`config.mk`:
```
export PLATFORM = sky130hd
export DESIGN_NAME = reaction_btn_cond
export DESIGN_NICKNAME = d
export VERILOG_FILES = /design/src/rtl/reaction_btn_cond.sv
export SDC_FILE = /design/constraint.sdc
export NUM_CORES = 1
export LEC_CHECK = 0
export ABC_AREA = 1
export CORE_ASPECT_RATIO = 1.4
export CORE_MARGIN = 5
export CORE_UTILIZATION = 60
export DETAILED_ROUTE_END_ITERATION = 7
export PLACE_DENSITY = 0.8
export SYNTH_ARGS = -nofsm -noshare
export SYNTH_HDL_FRONTEND = slang
export SYNTH_SLANG_ARGS = --single-unit
```
`constraint.sdc`:
```
create_clock -name clk -period 3.66 [get_ports clk]
set_input_delay 1.098 -clock clk [delete_from_list [all_inputs] [get_ports clk]]
set_output_delay 1.098 -clock clk [all_outputs]
set_load 0.02 [all_outputs]
```
`src/rtl/reaction_btn_cond.sv`:
```
// reaction_btn_cond
// -----------------------------------------------------------------------------
// Input conditioning for the reaction-timer game. Each raw button or switch is
// synchronised into clk, debounced against a shared millisecond tick, and
// turned into a clean level plus one-cycle press and release pulses. The
// downstream game FSM therefore sees exactly one event per physical press.
//
// Parameters
//   N_CH     : number of independent channels (ch0 = start, ch1 = stop)
//   TICK_DIV : clk cycles per debounce tick (>= 2)
//   DB_MS    : ticks a new input value must persist before it is accepted (>= 1)
//
// Ports
//   clk         : system clock, rising edge
//   rst         : synchronous active-high reset
//   btn_raw     : asynchronous raw button levels
//   btn_level   : debounced level per channel
//   btn_press   : one-cycle pulse on a debounced 0->1 transition
//   btn_release : one-cycle pulse on a debounced 1->0 transition
//   tick_ms     : one-cycle strobe every TICK_DIV cycles
// -----------------------------------------------------------------------------
module reaction_btn_cond #(
  parameter int N_CH     = 2,
  parameter int TICK_DIV = 100_000,
  parameter int DB_MS    = 20
) (
  input  logic            clk,
  input  logic            rst,
  input  logic [N_CH-1:0] btn_raw,
  output logic [N_CH-1:0] btn_level,
  output logic [N_CH-1:0] btn_press,
  output logic [N_CH-1:0] btn_release,
  output logic            tick_ms
);

  localparam int DIV_W = $clog2(TICK_DIV);
  localparam int CNT_W = $clog2(DB_MS) + 1;
  localparam logic [DIV_W-1:0] DIV_LAST = DIV_W'(TICK_DIV - 1);
  localparam logic [CNT_W-1:0] CNT_LAST = CNT_W'(DB_MS - 1);

  typedef enum logic [1:0] {
    ZERO  = 2'd0,
    WAIT1 = 2'd1,
    ONE   = 2'd2,
    WAIT0 = 2'd3
  } state_e;

  logic [N_CH-1:0]  meta_q;
  logic [N_CH-1:0]  sync_q;
  logic [DIV_W-1:0] div_q;
  logic [DIV_W-1:0] div_d;
  logic             tick_q;
  logic             tick_d;

  // Two-flop synchroniser; only sync_q is used past this point.
  always_ff @(posedge clk) begin
    if (rst) begin
      meta_q <= {N_CH{1'b0}};
      sync_q <= {N_CH{1'b0}};
    end else begin
      meta_q <= btn_raw;
      sync_q <= meta_q;
    end
  end

  // Free-running divider; the strobe is registered so it appears the cycle
  // after the counter sits at its last value.
  always_comb begin
    div_d  = div_q;
    tick_d = 1'b0;
    if (div_q == DIV_LAST) begin
      div_d  = {DIV_W{1'b0}};
      tick_d = 1'b1;
    end else begin
      div_d  = div_q + DIV_W'(1);
      tick_d = 1'b0;
    end
  end

  // Divider and tick registers.
  always_ff @(posedge clk) begin
    if (rst) begin
      div_q  <= {DIV_W{1'b0}};
      tick_q <= 1'b0;
    end else begin
      div_q  <= div_d;
      tick_q <= tick_d;
    end
  end

  assign tick_ms = tick_q;

  for (genvar i = 0; i < N_CH; i++) begin : g_ch
    state_e           state_q;
    state_e           state_d;
    logic [CNT_W-1:0] cnt_q;
    logic [CNT_W-1:0] cnt_d;
    logic             level_q;
    logic             level_d;
    logic             press_q;
    logic             press_d;
    logic             release_q;
    logic             release_d;

    // Debounce next-state logic. A revert of sync in a WAIT state takes
    // priority over a coincident tick, so a late glitch never commits.
    always_comb begin
      state_d   = state_q;
      cnt_d     = cnt_q;
      press_d   = 1'b0;
      release_d = 1'b0;
      case (state_q)
        ZERO: begin
          if (sync_q[i]) begin
            state_d = WAIT1;
            cnt_d   = {CNT_W{1'b0}};
          end else begin
            state_d = ZERO;
          end
        end
        WAIT1: begin
          if (!sync_q[i]) begin
            state_d = ZERO;
          end else if (tick_q) begin
            if (cnt_q == CNT_LAST) begin
              state_d = ONE;
              press_d = 1'b1;
            end else begin
              cnt_d = cnt_q + CNT_W'(1);
            end
          end else begin
            state_d = WAIT1;
          end
        end
        ONE: begin
          if (!sync_q[i]) begin
            state_d = WAIT0;
            cnt_d   = {CNT_W{1'b0}};
          end else begin
            state_d = ONE;
          end
        end
        WAIT0: begin
          if (sync_q[i]) begin
            state_d = ONE;
          end else if (tick_q) begin
            if (cnt_q == CNT_LAST) begin
              state_d   = ZERO;
              release_d = 1'b1;
            end else begin
              cnt_d = cnt_q + CNT_W'(1);
            end
          end else begin
            state_d = WAIT0;
          end
        end
        default: begin
          state_d = ZERO;
          cnt_d   = {CNT_W{1'b0}};
        end
      endcase
      // Level is registered from the next state so the pulse and the new
      // level appear in the same cycle.
      level_d = (state_d == ONE) || (state_d == WAIT0);
    end

    // Per-channel state, count and output registers.
    always_ff @(posedge clk) begin
      if (rst) begin
        state_q   <= ZERO;
        cnt_q     <= {CNT_W{1'b0}};
        level_q   <= 1'b0;
        press_q   <= 1'b0;
        release_q <= 1'b0;
      end else begin
        state_q   <= state_d;
        cnt_q     <= cnt_d;
        level_q   <= level_d;
        press_q   <= press_d;
        release_q <= release_d;
      end
    end

    assign btn_level[i]   = level_q;
    assign btn_press[i]   = press_q;
    assign btn_release[i] = release_q;
  end

endmodule

```
==> results_dict.tcl <==
set metrics [dict create \
    status "complete, no violations" \
    slew_headroom_pct 75.7 \
    ys_seq_area_share_pct 42.6 \
    crit_type "register to output pin" \
    ant_nets 0 \
    clkLatencyLatePin_ns 0.29 \
    gp_congestion 0.895 \
    synth_top_area_cell "dfxtp_1" \
    grt_overflow_total 0 \
    drc 0 \
    cts_made_buffers 5 \
    finalNetCount 289 \
    synth_edf_count 0 \
    seq_area_um2 861 \
    nFillCells 310 \
    max_clock_freq_mhz 421 \
    cp_top_family "buffers and inverters" \
    p_per_area_nw_per_um2 388 \
    synth_area_leaders "dfxtp_1 (43%), nand2_1 (8.7%), nor2_1 (6.9%)" \
    vias 1688 \
    start_util_pct 60.9 \
    yosys_warnings 0 \
    drtPass1Iterations 4 \
    yosysMostFrequentCell "nand2_1" \
    die_w_um 59.0 \
    clock_sinks 43 \
    multi_input_area_um2 971 \
    hold_class "register to register" \
    synthCells 274 \
    die_area_um2 4640 \
    grt_start_max_net_pins 19 \
    crit_path_end_kind "output pin" \
    setup_viol 0 \
    drtIter0Drc 79 \
    num_antenna_cells 0 \
    synth-seq-cells 43 \
    syn_area_um2 2020 \
    placed_area_um2 2110 \
    cts_resized 0 \
    worst_pin_slew_ns 0.364 \
    ys.flop_type "dfxtp_1" \
    dp_hpwl_mm 2.74 \
    clockRootBuffer "clkbuf_8" \
    routed_via_density 5.24 \
    p_leak_nw 0.767 \
    skew_ns 0.00598 \
    cts_buffer_depth 2 \
    synth_top_area_share_pct 42.6 \
    path_depth 1 \
    async_flop_share_pct 0 \
    ir_drop_mv 0.425 \
    avgSynthCellArea_um2 7.37 \
    cp.required_ns 2.56 \
    core_area_um2 3320 \
    cp_cell_sequence "clkdlybuf4s50_1" \
    antenna_found_initial 0 \
    design_area_um2 2210 \
    rsz0062_at_grt "false" \
    rows 25 \
    r2r_slack_ns 2.19 \
    r2r-start "div_q[0]$_SDFF_PP0_" \
    hp-start "meta_q[0]$_SDFF_PP0_" \
    worst-path-buf-inv 1 \
    clk_pin_slew_worst_paths_ns 0.08 \
    crit_path_max_fanout 3 \
    period_needed_ns 2.38 \
    cts_max_level 2 \
    die_height_um 78.7 \
    tns_ns 0 \
    ioPinCount 11 \
    synth_cell_type_count 29 \
    cp.arrival_ns 1.28 \
    hold_buffers 0 \
    critPathSlowestCell "clkdlybuf4s50_1" \
    cp-start-kind "register" \
    r2r-end "div_q[10]$_SDFF_PP0_" \
    drive_gt1_share_pct 9.57 \
    worstHoldEndpoint "sync_q[0]$_SDFF_PP0_" \
    post-route-util_pct 66.7 \
    syn-num-nets 281 \
    avgRoutedWirePerCell_um 11.7 \
    cts_tree "done" \
    hold_viol 0 \
    ff2ff_path_depth 6 \
    io_buffers 10 \
    synthTopCellsByCount "nand2_1 (47), dfxtp_1 (43), nor2_1 (37)" \
    maxCapViolations 0 \
    wl_mm 3.76 \
    critPathMaxStageDelay_ns 0.62 \
    whs_ns 0.417 \
    grtUsageTotal_pct 18.5 \
    timing.final.crit_share_pct 64.9 \
    grt_pass1_vias 1621 \
    post_cts_buffers 0 \
    drv_slew 0 \
    hold_depth 2 \
    grt_pass1_wl_mm 6.80 \
    layout-area-overhead-vs-synth_pct 9.47 \
]
-- sequential cells by signal (all words and copies together), names as in the netlist, 2 cells and up --
register,count
div_q,17
g_ch.release_q,2
sync_q,2
g_ch.state_q,4
g_ch.cnt_q,12
g_ch.press_q,2
meta_q,2
-- cell type report --
| class | instances | share of cell area [%] |
|---|---|---|
| clock inverters | 1 | 1.36 |
| multi-input cells | 189 | 43.9 |
| flip-flops and latches | 43 | 38.9 |
| clock buffers | 6 | 3.28 |
| well taps | 40 | 2.26 |
| inverters | 32 | 5.43 |
| repair buffers | 11 | 4.86 |
-- stage by stage --
| stage | power, W | std cells | setup slack, ns |
|---|---|---|---|
| detailed placement | 0.000522 | 315 | 1.08 |
| floorplan | 0.000513 | 274 | 1.75 |
| CTS | 0.000862 | 322 | 1.28 |
| global route | 0.000888 | 322 | 1.25 |
| finish | 0.000858 | 322 | 1.28 |
| global placement | 0.000521 | 315 | 1.12 |
-- worst max path at each step --
stage	to	slack, ns	from
global placement	div_q[11]$_SDFF_PP0_	1.12	rst
finish	tick_ms	1.28	tick_ms$_SDFF_PP0_
floorplan	div_q[11]$_SDFF_PP0_	1.75	rst
CTS	tick_ms	1.28	tick_ms$_SDFF_PP0_
detailed placement	div_q[6]$_SDFF_PP0_	1.08	rst
global route	btn_level[0]	1.25	g_ch[0].state_q[1]$_SDFF_PP0_
-- per-layer routing --
metal | track usage [%] | up-vias | wire length, um
met2 | 33.8 | 17 | 1980
met4 | 8.16 | 0 | 85
met5 | 0 | - | 0
met3 | 2.47 | 9 | 86
li1 | - | 904 | -
met1 | 20.4 | 758 | 1610
-- cell usage in the layout (no fill, tap or decap), drive strengths merged, types with 8 or more instances in the layout --
cell	count
dfxtp	43
nand4	12
inv	31
a21oi	23
nand2	54
nor3	8
clkdlybuf4s50	10
nor2	44
nand3	25
-- cell families after synthesis --
logic type	after synthesis	synth area share [%]
compound gates	29	7.37
xor+xnor	9	3.90
fa+ha+maj	3	1.86
buf+inv	42	9.35
flops	43	42.6
simple gates	148	34.9
-- power breakdown --
group	leakage [nW]	switching [W]	internal, W
Combinational	0.367	0.0000196	0.0000115
Sequential	0.348	0.00000573	0.000474
Clock	0.0513	0.000147	0.000200
Total	0.767	0.000173	0.000685
No activity file was read; power rests on OpenSTA's default activity.
==> variant, RTL diff (same settings) <==
One comparison of `cnt_q` changes from == to >=.
--- a/src/rtl/reaction_btn_cond.sv
+++ b/src/rtl/reaction_btn_cond.sv
@@ -144,7 +144,7 @@
           if (sync_q[i]) begin
             state_d = ONE;
           end else if (tick_q) begin
-            if (cnt_q == CNT_LAST) begin
+            if (cnt_q >= CNT_LAST) begin
               state_d   = ZERO;
               release_d = 1'b1;
             end else begin
Check against the original RTL: same outputs for any inputs over 10 cycles, from zero or initial values and one cycle with rst high; that may be too few to reach the edited logic, so the function may still have changed.
==> variant against the original RTL <==
  * Non-clock buffer count is the same
  * Area after synthesis grew 13%
  * Count of clock-buffer cells in the layout is the same
  * Largest cell class unchanged
  * Cell area grew 12%
  * Worst setup slack lost 0.21 ns
  * Clock skew shrank 0.00092 ns
  * Clock power shrank 14%
  * Sequential cell count is the same
  * Global-route usage shrank 0.45 points
  * Routed wire length grew 11%
  * Power shrank 3.8%
  * First-iteration DRC count grew 5.1%
==> variant: results (changes against the original RTL) <==
| Metric | Value |
|---|---|
| Status | complete, no violations |
| Fillers | 330 (+6.5%) |
| Compound-Gate Fraction of Synth Area | 9.753% (+2.4 points) |
| Xor/xnor cell area share of the yosys netlist | 2.301% (-1.6 points) |
| Post-Place Cells | 376 (+19%) |
| Nets | 348 (+20%) |
| Post-DP HPWL | 3.174 mm (+16%) |
| Worst Max-Slew Pin Slew | 0.3364 ns (-0.02739 ns) |
| Netlist cell types | 32 (+10%) |
| Critical path origin | tick_ms |
| Dpl ws | 1.158 ns (+0.08026 ns) |
| Antenna diode count | 0 (unchanged) |
| Largest regs | div_q (17), g_ch.cnt_q (12), g_ch.state_q (4) |
| Largest net degree at the start of global routing | 23 (+4) |
| Synth area leaders | dfxtp_1 (38%), nand2_1 (12%), nor2_1 (7.6%) |
| DR iter-0 viols | 83 (+5.1%) |
| Clock Skew | 0.005060 ns (-0.0009194 ns) |
| CTS root buf | clkbuf_8 |
| Share of cells above drive strength 1 | 11.44% (+1.9 points) |
| First-pass GRT wire length | 7.969 mm (+17%) |
| Critical path peak fanout | 8 (+5) |
| Placed Area | 2384 um^2 (+13%) |
| Post-synth top cells | nand2_1 (72), nor2_1 (46), inv_1 (44) |
| Via/cell ratio | 5.342 (+1.9%) |
| P_int | 640.0 uW (-6.6%) |
| Syn_nets | 339 (+21%) |
| GRT Total Usage | 18.07% (-0.45 points) |
| Clk_lat worst skew | 0.29 ns (about the same) |
| Peak supply drop | 264.0 uV (-38%) |
| Critical Path AT | 1.48 ns (+0.20 ns) |
| Vias after detailed routing | 2046 (+21%) |
| Reg2reg start | g_ch[0].cnt_q[0] |
| Sequential area share after synthesis | 37.70% (-4.9 points) |
| Critical Path Max Stage Delay | 0.67 ns (+0.05 ns) |
| Final GP Congestion | 0.8349 (-6.7%) |
| FF-to-FF path depth | 9 (+3) |
| Post-cts sizing count | 0 (unchanged) |
| Leak | 0.0009466 uW (+23%) |
| Clock Tree Buf Depth | 2 (unchanged) |
| WL per Instance | 10.93 um (-6.5%) |
| Cells after Synth | 332 (+21%) |
| CP delay by family, top | buffers and inverters |
| Synth Area in Adders | 1.644% (-0.21 points) |
-- variant: changes by cell type after synthesis, sizes merged, moves of 2 or more --
cell	before	now
clkinv	1	3
o21ai	4	10
nor3	8	5
xor2	6	4
a21oi	23	30
nand3	25	27
nor2	44	54
nand2	54	79
inv	31	48
-- variant: logic make-up (layout without fill, tap and decap cells) --
logic type,count (synthesis),count (layout)
buffers and inverters,60,69
adders and majority gates,3,3
DFF,43,43
and+or+nand+nor,180,180
xor gates and xnor gates,6,6
AOI/OAI and AO/OA,40,40
-- variant: worst paths after layout --
kind | slack [ns] | end
setup / recovery | 1.08 | tick_ms
hold / removal | 0.41 | sync_q[0]
setup reg to reg | 2.12 | g_ch[0].cnt_q[5]
hold reg to reg | 0.41 | sync_q[0]
-- variant: layout make-up --
cell class / instances / area, um^2 / area share, %
clock buffer: 6 / 82.58 / 3.342
clock inverter: 1 / 5.005 / 0.2025
sequential: 43 / 860.8 / 34.84
inverter: 51 / 193.9 / 7.848
tap: 42 / 52.55 / 2.127
timing repair buffer: 11 / 107.6 / 4.354
multi-input combinational: 229 / 1169 / 47.29
-- variant: tightest hold or removal path, cell delays in order, from the launching register on --
cell,delay [ns]
dfxtp_1,0.30
inv_1,0.04
nor2_1,0.03
-- variant: power groups by stage --
stage               combinational (uW)  clock, uW  sequential (uW)
floorplan                         34.8          0              492
global placement                  44.4          0              494
detailed placement                45.5          0              494
CTS                               45.8        311              483
global route                      52.5        329              484
finish                            44.6        298              483
-- variant: routing by layer --
layer | wire, um | track usage, %
met1 | 1724 | 19.76
met2 | 2305 | 33.30
met3 | 131 | 4.054
met4 | 23 | 6.114
met5 | 0 | 0
